**src/rtl/video_pattern_gen.sv**
```systemverilog
`default_nettype none
// ============================================================================
// Module   : video_pattern_gen
// Raster timing generator with noise/bars/gradient/grid test patterns.
// Option   : define PATTERN_SCROLL_EN to scroll gradient and grid per frame.
// Revision : 1.0  initial release
// ============================================================================
module video_pattern_gen #(
  parameter int COLOR_W       = 8,
  parameter int H_ACTIVE      = 320,
  parameter int H_FP          = 16,
  parameter int H_SYNC        = 32,
  parameter int H_BP          = 48,
  parameter int V_ACTIVE_NTSC = 240,
  parameter int V_ACTIVE_PAL  = 288,
  parameter int V_FP          = 4,
  parameter int V_SYNC        = 3,
  parameter int V_BP          = 15,
  parameter int CE_DIV        = 4
) (
  input  logic               clk,
  input  logic               reset,
  input  logic               pal,
  input  logic               scandouble,
  input  logic [1:0]         mode,
  input  logic [2:0]         col_mask,
  output logic               ce_pix,
  output logic               hblank,
  output logic               vblank,
  output logic               hsync,
  output logic               vsync,
  output logic [COLOR_W-1:0] r,
  output logic [COLOR_W-1:0] g,
  output logic [COLOR_W-1:0] b,
  output logic [15:0]        frame_cnt
);

  localparam int c_H_TOTAL = H_ACTIVE + H_FP + H_SYNC + H_BP;
  localparam int c_VT_NTSC = V_ACTIVE_NTSC + V_FP + V_SYNC + V_BP;
  localparam int c_VT_PAL  = V_ACTIVE_PAL + V_FP + V_SYNC + V_BP;
  localparam int c_VT_MAX  = (c_VT_PAL > c_VT_NTSC) ? c_VT_PAL : c_VT_NTSC;
  localparam int c_HW      = $clog2(c_H_TOTAL);
  localparam int c_VW      = $clog2(c_VT_MAX);
  localparam int c_DW      = $clog2(CE_DIV);
  localparam int c_BW      = H_ACTIVE / 8;
  localparam int c_SW      = (c_BW > 1) ? $clog2(c_BW) : 1;

  localparam logic [c_HW-1:0] c_H_ACT    = c_HW'(H_ACTIVE);
  localparam logic [c_HW-1:0] c_HS_BEG   = c_HW'(H_ACTIVE + H_FP);
  localparam logic [c_HW-1:0] c_HS_END   = c_HW'(H_ACTIVE + H_FP + H_SYNC);
  localparam logic [c_HW-1:0] c_H_LAST   = c_HW'(c_H_TOTAL - 1);
  localparam logic [c_VW-1:0] c_VA_N     = c_VW'(V_ACTIVE_NTSC);
  localparam logic [c_VW-1:0] c_VA_P     = c_VW'(V_ACTIVE_PAL);
  localparam logic [c_VW-1:0] c_VL_N     = c_VW'(c_VT_NTSC - 1);
  localparam logic [c_VW-1:0] c_VL_P     = c_VW'(c_VT_PAL - 1);
  localparam logic [c_VW-1:0] c_V_FP     = c_VW'(V_FP);
  localparam logic [c_VW-1:0] c_V_SYNC   = c_VW'(V_SYNC);
  localparam logic [c_DW-1:0] c_DL_N     = c_DW'(CE_DIV - 1);
  localparam logic [c_DW-1:0] c_DL_S     = c_DW'(CE_DIV / 2 - 1);
  localparam logic [c_SW-1:0] c_SEG_LAST = c_SW'(c_BW - 1);

  logic [c_DW-1:0]    div_q, div_d;
  logic               sd_q, sd_d;
  logic [c_HW-1:0]    hc_q, hc_d;
  logic [c_VW-1:0]    vc_q, vc_d;
  logic               pal_q, pal_d;
  logic [1:0]         mode_q, mode_d;
  logic [15:0]        fcnt_q, fcnt_d;
  logic [15:0]        lfsr_q, lfsr_d;
  logic [c_SW-1:0]    seg_q, seg_d;
  logic [2:0]         bar_q, bar_d;
  logic               ce_q, ce_d;
  logic               hblank_q, hblank_d, vblank_q, vblank_d;
  logic               hsync_q, hsync_d, vsync_q, vsync_d;
  logic [COLOR_W-1:0] r_q, r_d, g_q, g_d, b_q, b_d;

  logic               w_tick, w_h_wrap, w_v_wrap;
  logic               w_hb, w_vb, w_hs, w_vs, w_blank, w_fb;
  logic [c_VW-1:0]    w_v_act, w_v_last, w_vs_beg, w_vs_end;
  logic [c_HW-1:0]    w_x;
  logic [2:0]         w_bar_v;
  logic [COLOR_W-1:0] w_pr, w_pg, w_pb;

`ifdef PATTERN_SCROLL_EN
  assign w_x = hc_q + c_HW'(fcnt_q[7:0]);
`else
  assign w_x = hc_q;
`endif

  assign w_tick   = (div_q == (sd_q ? c_DL_S : c_DL_N));
  assign w_v_act  = pal_q ? c_VA_P : c_VA_N;
  assign w_v_last = pal_q ? c_VL_P : c_VL_N;
  assign w_vs_beg = w_v_act + c_V_FP;
  assign w_vs_end = w_vs_beg + c_V_SYNC;
  assign w_h_wrap = (hc_q == c_H_LAST);
  assign w_v_wrap = (vc_q == w_v_last);
  assign w_hb     = (hc_q >= c_H_ACT);
  assign w_vb     = (vc_q >= w_v_act);
  assign w_hs     = (hc_q >= c_HS_BEG) && (hc_q < c_HS_END);
  assign w_vs     = (vc_q >= w_vs_beg) && (vc_q < w_vs_end);
  assign w_blank  = w_hb | w_vb;
  assign w_fb     = lfsr_q[15] ^ lfsr_q[13] ^ lfsr_q[12] ^ lfsr_q[10];
  assign w_bar_v  = 3'd7 - bar_q;

  always_comb begin
    w_pr = '0;
    w_pg = '0;
    w_pb = '0;
    case (mode_q)
      2'd0: begin
        w_pr = lfsr_q[15 -: COLOR_W];
        w_pg = lfsr_q[15 -: COLOR_W];
        w_pb = lfsr_q[15 -: COLOR_W];
      end
      2'd1: begin
        w_pr = {COLOR_W{w_bar_v[1]}};
        w_pg = {COLOR_W{w_bar_v[2]}};
        w_pb = {COLOR_W{w_bar_v[0]}};
      end
      2'd2: begin
        w_pr = COLOR_W'(w_x);
        w_pg = COLOR_W'(vc_q);
        w_pb = COLOR_W'(fcnt_q);
      end
      default: begin
        if ((w_x[3:0] == 4'd0) || (vc_q[3:0] == 4'd0)) begin
          w_pr = '1;
          w_pg = '1;
          w_pb = '1;
        end
      end
    endcase
  end

  // Every output register samples the current (hc,vc) on the tick, then the counters move on.
  always_comb begin
    div_d    = div_q + c_DW'(1);
    sd_d     = sd_q;
    hc_d     = hc_q;
    vc_d     = vc_q;
    pal_d    = pal_q;
    mode_d   = mode_q;
    fcnt_d   = fcnt_q;
    lfsr_d   = lfsr_q;
    seg_d    = seg_q;
    bar_d    = bar_q;
    ce_d     = 1'b0;
    hblank_d = hblank_q;
    vblank_d = vblank_q;
    hsync_d  = hsync_q;
    vsync_d  = vsync_q;
    r_d      = r_q;
    g_d      = g_q;
    b_d      = b_q;
    if (w_tick) begin
      div_d    = '0;
      sd_d     = scandouble;
      ce_d     = 1'b1;
      hblank_d = w_hb;
      vblank_d = w_vb;
      hsync_d  = w_hs;
      vsync_d  = w_vs;
      r_d      = (w_blank || !col_mask[2]) ? '0 : w_pr;
      g_d      = (w_blank || !col_mask[1]) ? '0 : w_pg;
      b_d      = (w_blank || !col_mask[0]) ? '0 : w_pb;
      if (!w_blank) begin
        lfsr_d = {lfsr_q[14:0], w_fb};
      end
      if (w_h_wrap) begin
        hc_d  = '0;
        seg_d = '0;
        bar_d = '0;
        if (w_v_wrap) begin
          vc_d   = '0;
          pal_d  = pal;
          mode_d = mode;
          fcnt_d = fcnt_q + 16'd1;
        end else begin
          vc_d = vc_q + c_VW'(1);
        end
      end else begin
        hc_d = hc_q + c_HW'(1);
        if (!w_hb) begin
          if (seg_q == c_SEG_LAST) begin
            seg_d = '0;
            bar_d = bar_q + 3'd1;
          end else begin
            seg_d = seg_q + c_SW'(1);
          end
        end
      end
    end
  end

  always_ff @(posedge clk or posedge reset) begin
    if (reset) begin
      div_q    <= '0;
      sd_q     <= 1'b0;
      hc_q     <= '0;
      vc_q     <= '0;
      pal_q    <= 1'b0;
      mode_q   <= 2'd0;
      fcnt_q   <= 16'd0;
      lfsr_q   <= 16'hACE1;
      seg_q    <= '0;
      bar_q    <= 3'd0;
      ce_q     <= 1'b0;
      hblank_q <= 1'b0;
      vblank_q <= 1'b0;
      hsync_q  <= 1'b0;
      vsync_q  <= 1'b0;
      r_q      <= '0;
      g_q      <= '0;
      b_q      <= '0;
    end else begin
      div_q    <= div_d;
      sd_q     <= sd_d;
      hc_q     <= hc_d;
      vc_q     <= vc_d;
      pal_q    <= pal_d;
      mode_q   <= mode_d;
      fcnt_q   <= fcnt_d;
      lfsr_q   <= lfsr_d;
      seg_q    <= seg_d;
      bar_q    <= bar_d;
      ce_q     <= ce_d;
      hblank_q <= hblank_d;
      vblank_q <= vblank_d;
      hsync_q  <= hsync_d;
      vsync_q  <= vsync_d;
      r_q      <= r_d;
      g_q      <= g_d;
      b_q      <= b_d;
    end
  end

  assign ce_pix    = ce_q;
  assign hblank    = hblank_q;
  assign vblank    = vblank_q;
  assign hsync     = hsync_q;
  assign vsync     = vsync_q;
  assign r         = r_q;
  assign g         = g_q;
  assign b         = b_q;
  assign frame_cnt = fcnt_q;

endmodule
`default_nettype wire
```
**config.mk**
```make
export PLATFORM = sky130hd
export DESIGN_NAME = video_pattern_gen
export DESIGN_NICKNAME = d
export VERILOG_FILES = /design/src/rtl/video_pattern_gen.sv
export SDC_FILE = /design/constraint.sdc
export NUM_CORES = 1
export LEC_CHECK = 0
export ABC_AREA = 1
export CORE_MARGIN = 5
export CORE_UTILIZATION = 52
export CTS_CLUSTER_SIZE = 28
export DETAILED_ROUTE_END_ITERATION = 12
export GPL_TIMING_DRIVEN = 0
export MAX_ROUTING_LAYER = met4
export PLACE_DENSITY = 0.77
export SLEW_MARGIN = 20
export SYNTH_ARGS = -nofsm -noshare
export SYNTH_HDL_FRONTEND = slang
export SYNTH_SLANG_ARGS = --single-unit
```
**constraint.sdc**
```tcl
create_clock -name clk -period 3.3 [get_ports clk]
set_clock_uncertainty 0.15 [all_clocks]
set_input_delay 0.66 -clock clk [delete_from_list [all_inputs] [get_ports clk]]
set_output_delay 0.66 -clock clk [all_outputs]
set_load 0.01 [all_outputs]
```
==> run metrics <==
DR vias=4,783; Routed WL=13,100 µm; CTS resizes=0; Post-synth EDFFs=0; CTS Hold Bufs=0; GRT Util Overall=22.2%; P&R area growth vs syn=17.5%; Fmax=425 MHz; top-area cell type share of the netlist area=39.2%; met3 WL=654 µm; IO Pins=54; Synth Cell Area=5490 µm²; largest cells by area after synthesis=dfrtp_1 (39%), nand2_1 (14%), nand3_1 (7.5%), inv_1 (5.7%), dfstp_2 (3.8%); final setup vio count=0; Worst Hold Class=reg -> reg; post-synth top area cell=dfrtp_1; TritonRoute pass-1 iters=6; static leakage=3.15 nW; Mapped Avg Cell Area=7.90 µm²; RSZ-0062 raised after global routing=false; pins over their slew limit=0; post-synth cell types=33; Int Pwr=2.68 mW; CTS tree=yes; area occupied by multi-input gates=2600 µm²; hold slack=0.312 ns; Sw Share=37.6%; initial antenna violation count=0; Clock Latency Late Sink=0.37 ns; layout cells sized above 1=13.1%; global route overflow=0; most common cell in the synthesized netlist=nand2_1; wire length per cell=14.5 µm; n_diodes=0; Yosys reg bits=94; number of cell rows=37; critical path type=reg -> reg; total negative slack=0 ns; P_sw=1.62 mW; fill cell count=886; CTS max path bufs=2; min cycle time layout=2.35 ns; Die ar.=12,700 µm²; Port Buffer Count=53; Reg clk slew, reported paths=0.09 ns; WL met1=5870 µm; largest net degree at the start of global routing=54; Most used DFF post-synth=dfrtp_1; DP HPWL=9670 µm; total power=4.29 mW; top cells by count, synth=nand2_1 (212), dfrtp_1 (86), inv_1 (84), nand3_1 (82), nor2_1 (34); yosys warns=0; remaining antenna violation count=0; highest metal used=met4; GPL Wtd Cong=0.957; slew margin rel.=64.6%; Final WS setup=0.946 ns; sequential fraction of design power=36.9%; Final Hold Fails=0; Place WS=0.962 ns; root buf cell=clkbuf_8; vias per cell=5.31; Worst VDD drop=0.000372 V; met2 wire len=6390 µm; Post-Syn Nets=717; clock network power share=20.7%; Max Cap Viol=0; Power per Cell Area=665 nW/µm²; status=completed; Final nets=782; DR DRC count=0; die height=113 µm; vias in the first global route=4,664; core area=10,300 µm²; Startpoint Class=flop; Die X=113 µm; Mapped Cells=695; initial cell density of the core=53.2%; worst slew pin tran=0.528 ns; postcts setup bufs=0; Comb power frac=42.4%; Critical Path AT=2.48 ns; Inserted Clock Buffers=9; DR iter-0 viols=436; sequential cell area fraction in the yosys report=43.0%; worst-path maximum fanout=8; H-tree depth=3; Core Util, Final=62.5%; first-pass GRT wire length=22,500 µm; Clock Sinks=94; FF/Latch Area=2360 µm²; crit end category=flop; Final period util=71.3%; asr flop ratio synth=100%; CP Data Required Time=3.43 ns
-- layer usage --
metal	vias up	track usage (%)
li1	2336	-
met1	2291	29.1
met2	138	35.6
met3	18	3.74
met4	0	6.49
met5	-	-
-- worst max-delay path, cell delays in order, from the launching register on --
cell	delay, ns
dfrtp_1	0.44
inv_1	0.12
ha_1	0.33
nand2_1	0.13
nor2_1	0.05
nor2_1	0.13
nand2_1	0.08
inv_2	0.12
nand4_1	0.41
o21bai_1	0.31
-- stage by stage --
stage          cell area, µm²  std cells
2_1_floorplan            5490        695
3_3_place_gp             6190        884
3_5_place_dp             6220        885
4_1_cts                  6450        901
5_1_grt                  6450        901
6_report                 6450        901
-- final timing paths --
kind / from / end / slack, ns / cells past startpoint
max: pal_q / b[2] / 0.95 / 9
min: div_q[0] / div_q[0] / 0.31 / 1
max in group asynchronous: reset / vc_q[8] / 1.91 / 3
min reg2reg: div_q[0] / div_q[0] / 0.31 / 1
max reg2reg: pal_q / b[2] / 0.95 / 9
min in group asynchronous: reset / lfsr_q[14] / 0.51 / 2
-- layout by cell type, fill, tap and decap left out, types with 6 or more instances in the layout --
master / instances
nand2_1: 212
dfrtp_1: 86
inv_1: 83
nand3_1: 82
clkdlybuf4s50_1: 53
nor2_1: 34
o21bai_1: 24
o21ai_2: 17
nand4_1: 17
xor2_1: 16
ha_1: 13
inv_2: 11
o21ai_1: 10
clkbuf_8: 10
buf_6: 9
nor3_1: 9
o21ai_0: 9
dfstp_2: 8
buf_2: 6
-- power groups by stage --
stage | Clock (mW) | Sequential [mW] | Combinational [mW]
2_1_floorplan | 0 | 1.64 | 1.13
3_3_place_gp | 0 | 1.60 | 1.79
5_1_grt | 0.959 | 1.62 | 2.01
6_report | 0.888 | 1.59 | 1.82
4_1_cts | 0.907 | 1.59 | 1.84
3_5_place_dp | 0 | 1.61 | 1.83
-- kinds of logic (layout without fill, tap and decap cells) --
| family | count (synthesis) | in the layout | synth area share, % |
|---|---|---|---|
| fa+ha+maj | 13 | 13 | 2.96 |
| xor+xnor | 21 | 21 | 3.35 |
| compound gates | 67 | 67 | 8.48 |
| simple gates | 384 | 384 | 32.6 |
| flops | 94 | 94 | 43.0 |
| buf+inv | 116 | 186 | 9.64 |
-- area by class of cell --
type,count,share of cell area [%]
clock buffer,10,2.13
timing repair buffer,54,8.65
inverter,96,5.66
clock inverter,6,1.42
multi-input combinational,485,40.3
buffer,20,2.62
tap,136,2.64
sequential,94,36.6
-- flip-flops by register name, summed over array words and instances, names as in the netlist, 3 cells and up --
register and cells:
b 8, seg_q 6, hc_q 9, r 8, vc_q 9, lfsr_q 16
frame_cnt 16, bar_q 3, g 8
No activity file was read; power rests on OpenSTA's default activity.
